## src/rtl/serial_subtractor.sv

```systemverilog
// Multi-cycle subtractor: D = A + ~B + 1, one 4-bit carry-lookahead slice per clock, LSB nibble first.
// The inter-nibble carry lives only in carryQ, so there is no combinational path from A/B to diff.
module serial_subtractor #(
    parameter int WIDTH = 8
) (
    input  logic             clk,
    input  logic             rst,
    input  logic             in_valid,
    output logic             in_ready,
    input  logic [WIDTH-1:0] A,
    input  logic [WIDTH-1:0] B,
    output logic             out_valid,
    input  logic             out_ready,
    output logic [WIDTH-1:0] diff,
    output logic             borrow,
    output logic             overflow,
    output logic             zero
);

    localparam int N  = WIDTH / 4;
    localparam int IW = (N > 1) ? $clog2(N) : 1;

    typedef enum logic [1:0] {
        IDLE = 2'd0,
        RUN  = 2'd1,
        DONE = 2'd2
    } state_t;

    state_t           stateQ, stateD;
    logic [WIDTH-1:0] aQ, aD;
    logic [WIDTH-1:0] nbQ, nbD;
    logic             carryQ, carryD;
    logic [IW-1:0]    idxQ, idxD;
    logic [WIDTH-1:0] accQ, accD;
    logic [WIDTH-1:0] diffQ, diffD;
    logic             borrowQ, borrowD;
    logic             overflowQ, overflowD;
    logic             zeroQ, zeroD;

    logic [3:0]       aNib, bNib;
    logic [3:0]       gen, prop, carries, sumNib;
    logic             carryOut;
    logic [WIDTH-1:0] accNext;
    logic             lastNib;

    // Shared CLA slice: operands selected by the nibble index, carries computed in parallel
    always_comb begin
        aNib    = 4'd0;
        bNib    = 4'd0;
        accNext = accQ;
        for (int k = 0; k < N; k++) begin
            if (idxQ == IW'(k)) begin
                aNib = aQ[4*k +: 4];
                bNib = nbQ[4*k +: 4];
            end
        end
        gen        = aNib & bNib;
        prop       = aNib ^ bNib;
        carries[0] = carryQ;
        carries[1] = gen[0] | (prop[0] & carryQ);
        carries[2] = gen[1] | (prop[1] & gen[0]) | (prop[1] & prop[0] & carryQ);
        carries[3] = gen[2] | (prop[2] & gen[1]) | (prop[2] & prop[1] & gen[0])
                   | (prop[2] & prop[1] & prop[0] & carryQ);
        carryOut   = gen[3] | (prop[3] & gen[2]) | (prop[3] & prop[2] & gen[1])
                   | (prop[3] & prop[2] & prop[1] & gen[0])
                   | (prop[3] & prop[2] & prop[1] & prop[0] & carryQ);
        sumNib     = prop ^ carries;
        for (int k = 0; k < N; k++) begin
            if (idxQ == IW'(k)) begin
                accNext[4*k +: 4] = sumNib;
            end
        end
        lastNib = (idxQ == IW'(N - 1));
    end

    always_comb begin
        stateD    = stateQ;
        aD        = aQ;
        nbD       = nbQ;
        carryD    = carryQ;
        idxD      = idxQ;
        accD      = accQ;
        diffD     = diffQ;
        borrowD   = borrowQ;
        overflowD = overflowQ;
        zeroD     = zeroQ;
        case (stateQ)
            IDLE: begin
                if (in_valid) begin
                    aD     = A;
                    nbD    = ~B;
                    carryD = 1'b1;
                    idxD   = '0;
                    accD   = '0;
                    stateD = RUN;
                end
            end
            RUN: begin
                accD   = accNext;
                carryD = carryOut;
                idxD   = idxQ + IW'(1);
                // Result and flags are published only once the whole word is assembled
                if (lastNib) begin
                    idxD      = '0;
                    diffD     = accNext;
                    borrowD   = ~carryOut;
                    overflowD = (aQ[WIDTH-1] != ~nbQ[WIDTH-1]) && (accNext[WIDTH-1] != aQ[WIDTH-1]);
                    zeroD     = (accNext == '0);
                    stateD    = DONE;
                end
            end
            DONE: begin
                if (out_ready) begin
                    stateD = IDLE;
                end
            end
            default: begin
                stateD = IDLE;
            end
        endcase
    end

    always_ff @(posedge clk) begin
        if (rst) begin
            stateQ    <= IDLE;
            aQ        <= '0;
            nbQ       <= '0;
            carryQ    <= 1'b0;
            idxQ      <= '0;
            accQ      <= '0;
            diffQ     <= '0;
            borrowQ   <= 1'b0;
            overflowQ <= 1'b0;
            zeroQ     <= 1'b0;
        end else begin
            stateQ    <= stateD;
            aQ        <= aD;
            nbQ       <= nbD;
            carryQ    <= carryD;
            idxQ      <= idxD;
            accQ      <= accD;
            diffQ     <= diffD;
            borrowQ   <= borrowD;
            overflowQ <= overflowD;
            zeroQ     <= zeroD;
        end
    end

    assign in_ready  = (stateQ == IDLE);
    assign out_valid = (stateQ == DONE);
    assign diff      = diffQ;
    assign borrow    = borrowQ;
    assign overflow  = overflowQ;
    assign zero      = zeroQ;

endmodule
```

## config.mk

```make
export PLATFORM = sky130hd
export DESIGN_NAME = serial_subtractor
export DESIGN_NICKNAME = d
export VERILOG_FILES = /design/src/rtl/serial_subtractor.sv
export SDC_FILE = /design/constraint.sdc
export NUM_CORES = 1
export LEC_CHECK = 0
export ABC_AREA = 1
export CELL_PAD_IN_SITES_DETAIL_PLACEMENT = 2
export CELL_PAD_IN_SITES_GLOBAL_PLACEMENT = 2
export CORE_MARGIN = 2
export CORE_UTILIZATION = 32
export CTS_BUF_LIST = sky130_fd_sc_hd__clkbuf_8
export CTS_CLUSTER_DIAMETER = 30
export DETAILED_ROUTE_END_ITERATION = 12
export PLACE_DENSITY_LB_ADDON = 0.05
export SLEW_MARGIN = 20
export SYNTH_ARGS = -nofsm -noshare
export SYNTH_HDL_FRONTEND = slang
export SYNTH_SLANG_ARGS = --single-unit
export TNS_END_PERCENT = 20
```

## constraint.sdc

```tcl
create_clock -name clk -period 4.7 [get_ports clk]
set_input_delay 0.705 -clock clk [delete_from_list [all_inputs] [get_ports clk]]
set_output_delay 0.705 -clock clk [all_outputs]
set_load 0.005 [all_outputs]
```

# After elaboration in Yosys (flattened, before gate mapping)
# Index checks and enable logic that the tools add are counted.
# totals
in_bits	20
wordCells	73
output_inout_bits	13
ff_bits	39
# classes
n_bitwise	32
n_mux	15
addsub	1
n_eq_ne	7
n_reduce_logical	8
# op_table
operator	count
$and A1 B1 Y1	16
$mux W4	4
$pmux W8 S2	1
$or A1 B1 Y1	10
$logic_not A8 Y1	1
$mux W8	1
$not A8 Y8	1
$xor A4 B4 Y4	2
$mux W2	3
$pmux W2 S3	1
$reduce_and A2 Y1	3
$and A4 B4 Y4	1
$ne A2 B2 Y1 const B	2
$pmux W1 S2	2
$mux W1	3
$reduce_and A3 Y1	1
$eq A2 B1 Y1 const B	1
$eq A2 B2 Y1 const B	1
$logic_not A2 Y1	1
$ne A1 B1 Y1	2
$ne A2 B1 Y1 const B	1
$not A1 Y1	2
$reduce_bool A2 Y1	1
$add A1 B1 Y1 const B	1
$logic_and A1 B1 Y1	1

# Logic depth before layout (Yosys ltp)
# Gate-level depths: netlist of the first run.
# logic_depth
ltp_word	10
mapped_depth	16
mapped_depth_nobuf	15

# Worst setup path before layout of the first run
# OpenSTA, ideal clock, no wires.
# synth_path
kind	register to register
startpoint	reg idxQ
endpoint	reg zeroQ (netlist: zero)
period_less_slack_ns	1.966
path_stages_with_launch	15
required_ns	4.635
setup_ns	0.065
n_path_buf	1
arrival_time_ns	1.901
path_slack_ns	2.734
path_cell_list	dfxtp_1 > inv_2 > clkbuf_1 > nand2_1 > nand2_1 > fa_1 > nand2_1 > nand2_1 > nor2_1 > nand2_1 > nor2_1 > nand3_1 > nor2_1 > nor2_1 > nor2_1
# synth_between
elab_chain_cells	9
word_cells_on_any_way	24
# synth_rtl
element	line	rtl
from (decl)	33	logic [IW-1:0] idxQ, idxD;
from (signal assigned)	140	idxQ <= idxD;
$mux W4	52	if (idxQ == IW'(k)) begin
$xor A4 B4 Y4 / $and A4 B4 Y4 (equally long branches)	58, 57	
$and A1 B1 Y1 (on tied branches)	62, 63	
$or A1 B1 Y1 (tied with other cells)	62	carries[3] = gen[2] | (prop[2] & gen[1]) | (prop[2] & prop[1] & gen[0])
$or A1 B1 Y1 / $and A1 B1 Y1 (equally long branches)	62, 63	
$or A1 B1 Y1	63	| (prop[2] & prop[1] & prop[0] & carryQ);
$xor A4 B4 Y4	67	sumNib = prop ^ carries;
$mux W4	69	if (idxQ == IW'(k)) begin
$logic_not A8 Y1	108	zeroD = (accNext == '0);
to (signal assigned)	145	zeroQ <= zeroD;
to (decl)	38	logic zeroQ, zeroD;
# Parallel ways exist; a longest one is shown, timed or not.
# A chain may end at the register's enable or synchronous reset.

# Final worst setup path of the first run
# Same ends and word-level chain as after synthesis.

==> qor.yml, run 1 <==
clk_path_buf_depth: 2
die_area_sq_mm: 0.00637
antenna_cells: 0
drcViolationCount: 0
worst-path-buf-inv: 3
maxCapViolCount: 0
areaGrowthSynthToFinish_pct: 24.0
synth.net_count: 280
relSlewSlack_pct: 49.1
min_period_over_period_pct: 58.9
report.final.slew_viol_count: 0
cp.arrival_ps: 2930
tightest_slew_ps: 763
track_usage_pct: 19.3
synth_cell_types: 26
layout_common_cells: "nand2_1 (63), dfxtp_1 (39), clkdlybuf4s50_1 (32)"
clk_pin_slew_ps: 90
place.detailed.hpwl_um: 3990
synth_cells: 255
setup_viol: 0
cts_inserted_buffers: 5
start_kind: "register"
start_util_pct: 33.2
grt_max_degree: 27
gp_congestion: 0.797
die_w_um: 79.8
final_common_cell: "nand2_1"
viasPerCell: 4.92
synth_top_area_cell: "dfxtp_1"
clock_skew_ps: 13.9
dr_wl_met2_um: 2530
ir_drop_mv: 0.176
drive_above_1_share_pct: 9.19
critPathMaxFanout: 22
numPlacedInstances: 347
ys_warn_count: 0
finalSetupTns_ps: 0
syn_area_sq_mm: 0.00184
period_needed_ps: 2770
vias: 1747
hp-class: "register to register"
dr_wl_met3_um: 154
die_h_um: 79.8
cts_htree_levels: 2
core.rowCount: 27
highest_layer: "met4"
power.density_mw_per_mm2: 347
wl_um: 5540
cp.required_ps: 4860
synth_area_leaders: "dfxtp_1 (42%), nand2_1 (13%), a21oi_1 (7.4%), o21ai_0 (5.4%), nor2_1 (5.3%)"
synth_top_area_share_pct: 42.5
drt_iter0_markers: 54
ys_seq_elements: 39
ys_seq_area_share_pct: 42.5
ant_nets: 0
routedWlPerCell_um: 15.6
stdcell_count: 355
fillers: 667
postCtsHoldBufs: 0
clock_latency_ps: 300
clock.fmax_mhz: 361
r2r_slack_ps: 1930
timing.critical_path.cells: "inv_2 > nand2_1 > nand2_1 > fa_1 > inv_1 > nand2_1 > nand2_1 > inv_1 > o21ai_1 > nor2_1 > nand3_1 > nor2_1 > nor2_1 > nor2_1"
cp-end-kind: "register"
crit_family: "flip-flops"
clock_sinks: 39
status: "finished, final reports clean"
synthArstFlopShare_pct: 0
hold_viol_final: 0
avgSynthCellArea_sq_um: 7.21
synth_edf_count: 0
critical-path-max-stage-delay_ps: 820
fin_ws_ps: 1930
place_ws_ps: 1910
gr-total-overflow: 0
core-area_sq_mm: 0.00554
grt_setup_unrepaired: "no"
cts_tree: "yes"
grt_pass1_wl_um: 9290
cts-root-buf: "clkbuf_8"
cts_resized: 0
leakage_nw: 0.947
grt_pass1_vias: 1883
synth_flop_cell: "dfxtp_1"
drt_pass1_iterations: 4
finalNetCount: 307
portBuffers: 32
m1WireLength_um: 2800
post-cts-setup-buffers: 0
crit_slowest_cell: "dfxtp_1"
ios: 33
antenna_found_initial: 0
critPathKind: "register to register"
-- flip-flops by register name, summed over array words and instances (netlist names) --
signal / flops
aQ: 8
accQ: 8
diff: 8
nbQ: 8
stateQ: 2
borrow: 1
carryQ: 1
idxQ: 1
overflow: 1
zero: 1
-- area by class of cell --
class	instances	area [sq um]	share of cell area (%)
clock buffer	6	82.6	3.62
clock inverter	2	16.3	0.714
inverter	21	78.8	3.46
multi-input combinational	183	910	39.9
sequential	39	781	34.3
tap	72	90.1	3.95
timing repair buffer	32	320	14.1
-- kinds of logic after synthesis --
logic type | share of synthesized area [%]
AO/OA/AOI/OAI | 15.9
adder cells (fa/ha/maj) | 3.81
buffers and inverters | 8.03
flip-flops | 42.5
AND/OR/NAND/NOR | 29.8
-- worst reg2reg max path: stages (launching register included) --
cell,delay [ps]
dfxtp_1,820
inv_2,310
nand2_1,130
nand2_1,120
fa_1,430
inv_1,70
nand2_1,60
nand2_1,70
inv_1,50
o21ai_1,230
nor2_1,90
nand3_1,90
nor2_1,40
nor2_1,90
nor2_1,40
-- cell usage after synthesis, types with 2 or more instances --
cell type and n:
inv_2 4, buf_6 2, nand2_2 6, dfxtp_1 39, nand4_1 2, or2_2 4
a21oi_1 27, inv_1 17, o21ai_0 20, o211ai_1 3, clkbuf_1 5, o21ai_1 2
nor2_1 26, o21a_1 2, nand2_1 63, ha_1 4, nand3_1 17, buf_2 4
-- routing by layer --
metal | global-route usage [%] | vias up
met2 | 31.2 | 25
met3 | 3.85 | 5
met5 | 0 | -
met4 | 6.10 | 0
met1 | 25.8 | 839
li1 | - | 878
-- power breakdown --
| group | switching [W] | internal, W | total, W | leakage, nW |
|---|---|---|---|---|
| Combinational | 0.000100 | 0.0000652 | 0.000165 | 0.580 |
| Clock | 0.000132 | 0.000120 | 0.000252 | 0.0474 |
| Sequential | 0.0000207 | 0.000353 | 0.000374 | 0.319 |
| Total | 0.000253 | 0.000538 | 0.000791 | 0.947 |
-- metrics by stage --
| step | hold slack, ps | power, W | area [sq um] | util, % |
|---|---|---|---|---|
| after global placement | 440 | 0.000541 | 2180 | 39.3 |
| after floorplan | 434 | 0.000487 | 1840 | - |
| final | 462 | 0.000791 | 2280 | 41.1 |
| after CTS | 465 | 0.000802 | 2280 | 41.1 |
| after detailed placement | 456 | 0.000547 | 2180 | 39.3 |
| after global routing | 491 | 0.000837 | 2280 | 41.1 |
-- worst paths after layout --
kind | startpoint | to | depth (start not counted)
worst min register to register | diff[2]$_SDFFE_PP0P_ | diff[2]$_SDFFE_PP0P_ | 2
worst min-delay path | diff[2]$_SDFFE_PP0P_ | diff[2]$_SDFFE_PP0P_ | 2
worst max-delay path | idxQ$_SDFFE_PP0P_ | zero$_SDFFE_PP0P_ | 14
worst max register to register | idxQ$_SDFFE_PP0P_ | zero$_SDFFE_PP0P_ | 14
(Power assumes the default switching activity.)
==> run 2: changes to the inputs <==
CORE_UTILIZATION = 27   (was 32)
clock period = 2.5 ns   (was 4.7 ns; I/O delays follow)
==> run 2 against run 1 <==
Cell count up 3.4%. Highest routed layer unchanged. Clock power up 94%. Clock skew is 3.7 ps lower. Critical path type unchanged.
==> qor.yml, run 2 (synthesized netlist as in run 1, its figures left out) <==
status: "finished, final reports clean"
power.density_mw_per_mm2: 649
finalInstanceArea_sq_mm: 0.00232
cp.required_ps: 2740
report.final.slew_viol_count: 0
die_w_um: 86.5
period_needed_ps: 2140
seq_area_sq_um: 782
critPathMaxFanout: 17
timing.critical_path.cells: "inv_2 > nand2_1 > nand2_1 > fa_1 > nand2_1 > nand2_1 > nor2_1 > nand2_1 > nor2_1 > nand3_1 > nor2_1 > nor2_1 > nor2_1"
critPathKind: "register to register"
wl_um: 5530
post-cts-setup-buffers: 0
clock_sinks: 39
fin_ws_ps: 361
ir_drop_mv: 0.185
grt_setup_unrepaired: "no"
power_w: 0.00151
grt_pass1_wl_um: 9540
gp_congestion: 0.744
core.rowCount: 30
setup_viol: 0
ios: 33
portBuffers: 32
layout_common_cells: "nand2_1 (63), dfxtp_1 (38), clkdlybuf4s50_1 (32)"
tightest_slew_ps: 451
clk_path_buf_depth: 2
cts_tree: "yes"
grt_pass1_vias: 1867
hp-class: "register to register"
areaGrowthSynthToFinish_pct: 26.3
place.detailed.hpwl_um: 4030
clock.fmax_mhz: 468
crit_slowest_cell: "fa_1"
cts_htree_levels: 2
core-area_sq_mm: 0.00668
multiInputGateArea_sq_um: 910
dr_wl_met2_um: 2600
final_common_cell: "nand2_1"
fillers: 816
relSlewSlack_pct: 69.9
finalSetupTns_ps: 0
die_area_sq_mm: 0.00748
dr_wl_met3_um: 134
start_util_pct: 27.5
gr-total-overflow: 0
critical-path-max-stage-delay_ps: 470
leakage_nw: 0.975
grt_max_degree: 27
cts-root-buf: "clkbuf_8"
finalNetCount: 311
drt_iter0_markers: 51
vias: 1762
clk_pin_slew_ps: 90
cp.arrival_ps: 2380
maxCapViolCount: 0
highest_layer: "met4"
viasPerCell: 4.80
antenna_cells: 0
routedWlPerCell_um: 15.1
die_h_um: 86.5
clock_skew_ps: 10.2
clock_latency_ps: 300
min_period_over_period_pct: 85.6
drcViolationCount: 0
placed_area_sq_mm: 0.00222
drt_pass1_iterations: 4
track_usage_pct: 16.3
place_ws_ps: 286
cts_inserted_buffers: 5
start_kind: "register"
cp-end-kind: "register"
drive_above_1_share_pct: 10.5
postCtsHoldBufs: 0
antenna_found_initial: 0
m1WireLength_um: 2730
ant_nets: 0
hold_viol_final: 0
-- run 2: changes by cell type in the layout (fill, tap and decap cells not counted) --
cell and change:
clkinvlp_4 -1, clkinv_4 -1, dfxtp_2 +1, clkbuf_8 +1
inv_1 +1, dfxtp_1 -1, buf_4 +4
-- run 2: worst max-delay path, delay by kind of cell, from the launching register on --
family | cells | cell delay, ps
buffers and inverters | 1 | 240
AND/OR/NAND/NOR | 11 | 1000
flip-flops | 1 | 370
adder cells (fa/ha/maj) | 1 | 470
-- run 2: final timing paths --
path	startpoint	end	slack (ps)	cells after the start
setup / recovery	idxQ$_SDFFE_PP0P_	zero$_SDFFE_PP0P_	360	13
setup reg to reg	idxQ$_SDFFE_PP0P_	zero$_SDFFE_PP0P_	360	13
hold reg to reg	diff[2]$_SDFFE_PP0P_	diff[2]$_SDFFE_PP0P_	450	2
hold / removal	diff[2]$_SDFFE_PP0P_	diff[2]$_SDFFE_PP0P_	450	2
-- run 2: power by group --
| group | leakage [nW] | switching (W) | internal, W | total (W) |
|---|---|---|---|---|
| sequential | 0.320 | 0.0000321 | 0.000664 | 0.000696 |
| combinational | 0.600 | 0.000191 | 0.000129 | 0.000320 |
| clock | 0.0557 | 0.000241 | 0.000248 | 0.000490 |
| total | 0.975 | 0.000465 | 0.00104 | 0.00151 |
-- run 2: metal layers --
layer	GRT usage, %	up-vias
met1	21.8	848
met3	2.67	5
li1	-	889
met5	0	-
met2	27.2	20
met4	4.69	0
-- run 2: timing repair --
item | 4_1_cts | 5_1_grt
endpoints found under the setup margin | 0 | 1
gates resized for setup | 0 | 1
endpoints found under the hold margin | 0 | 0
-- run 2: metrics by stage --
stage	hold WS (ps)	cells	util, %
after floorplan	434	255	-
after global placement	437	359	33.2
after detailed placement	440	359	33.2
after CTS	455	367	34.7
after global routing	476	367	34.7
final	449	367	34.7
-- run 2: area by class of cell --
cell class	count	area share [%]
clock buffers	7	4.15
clock inverters	1	0.162
inverters	21	3.40
multi-input cells	183	39.2
flip-flops and latches	39	33.7
well taps	80	4.31
repair buffers	36	15.1
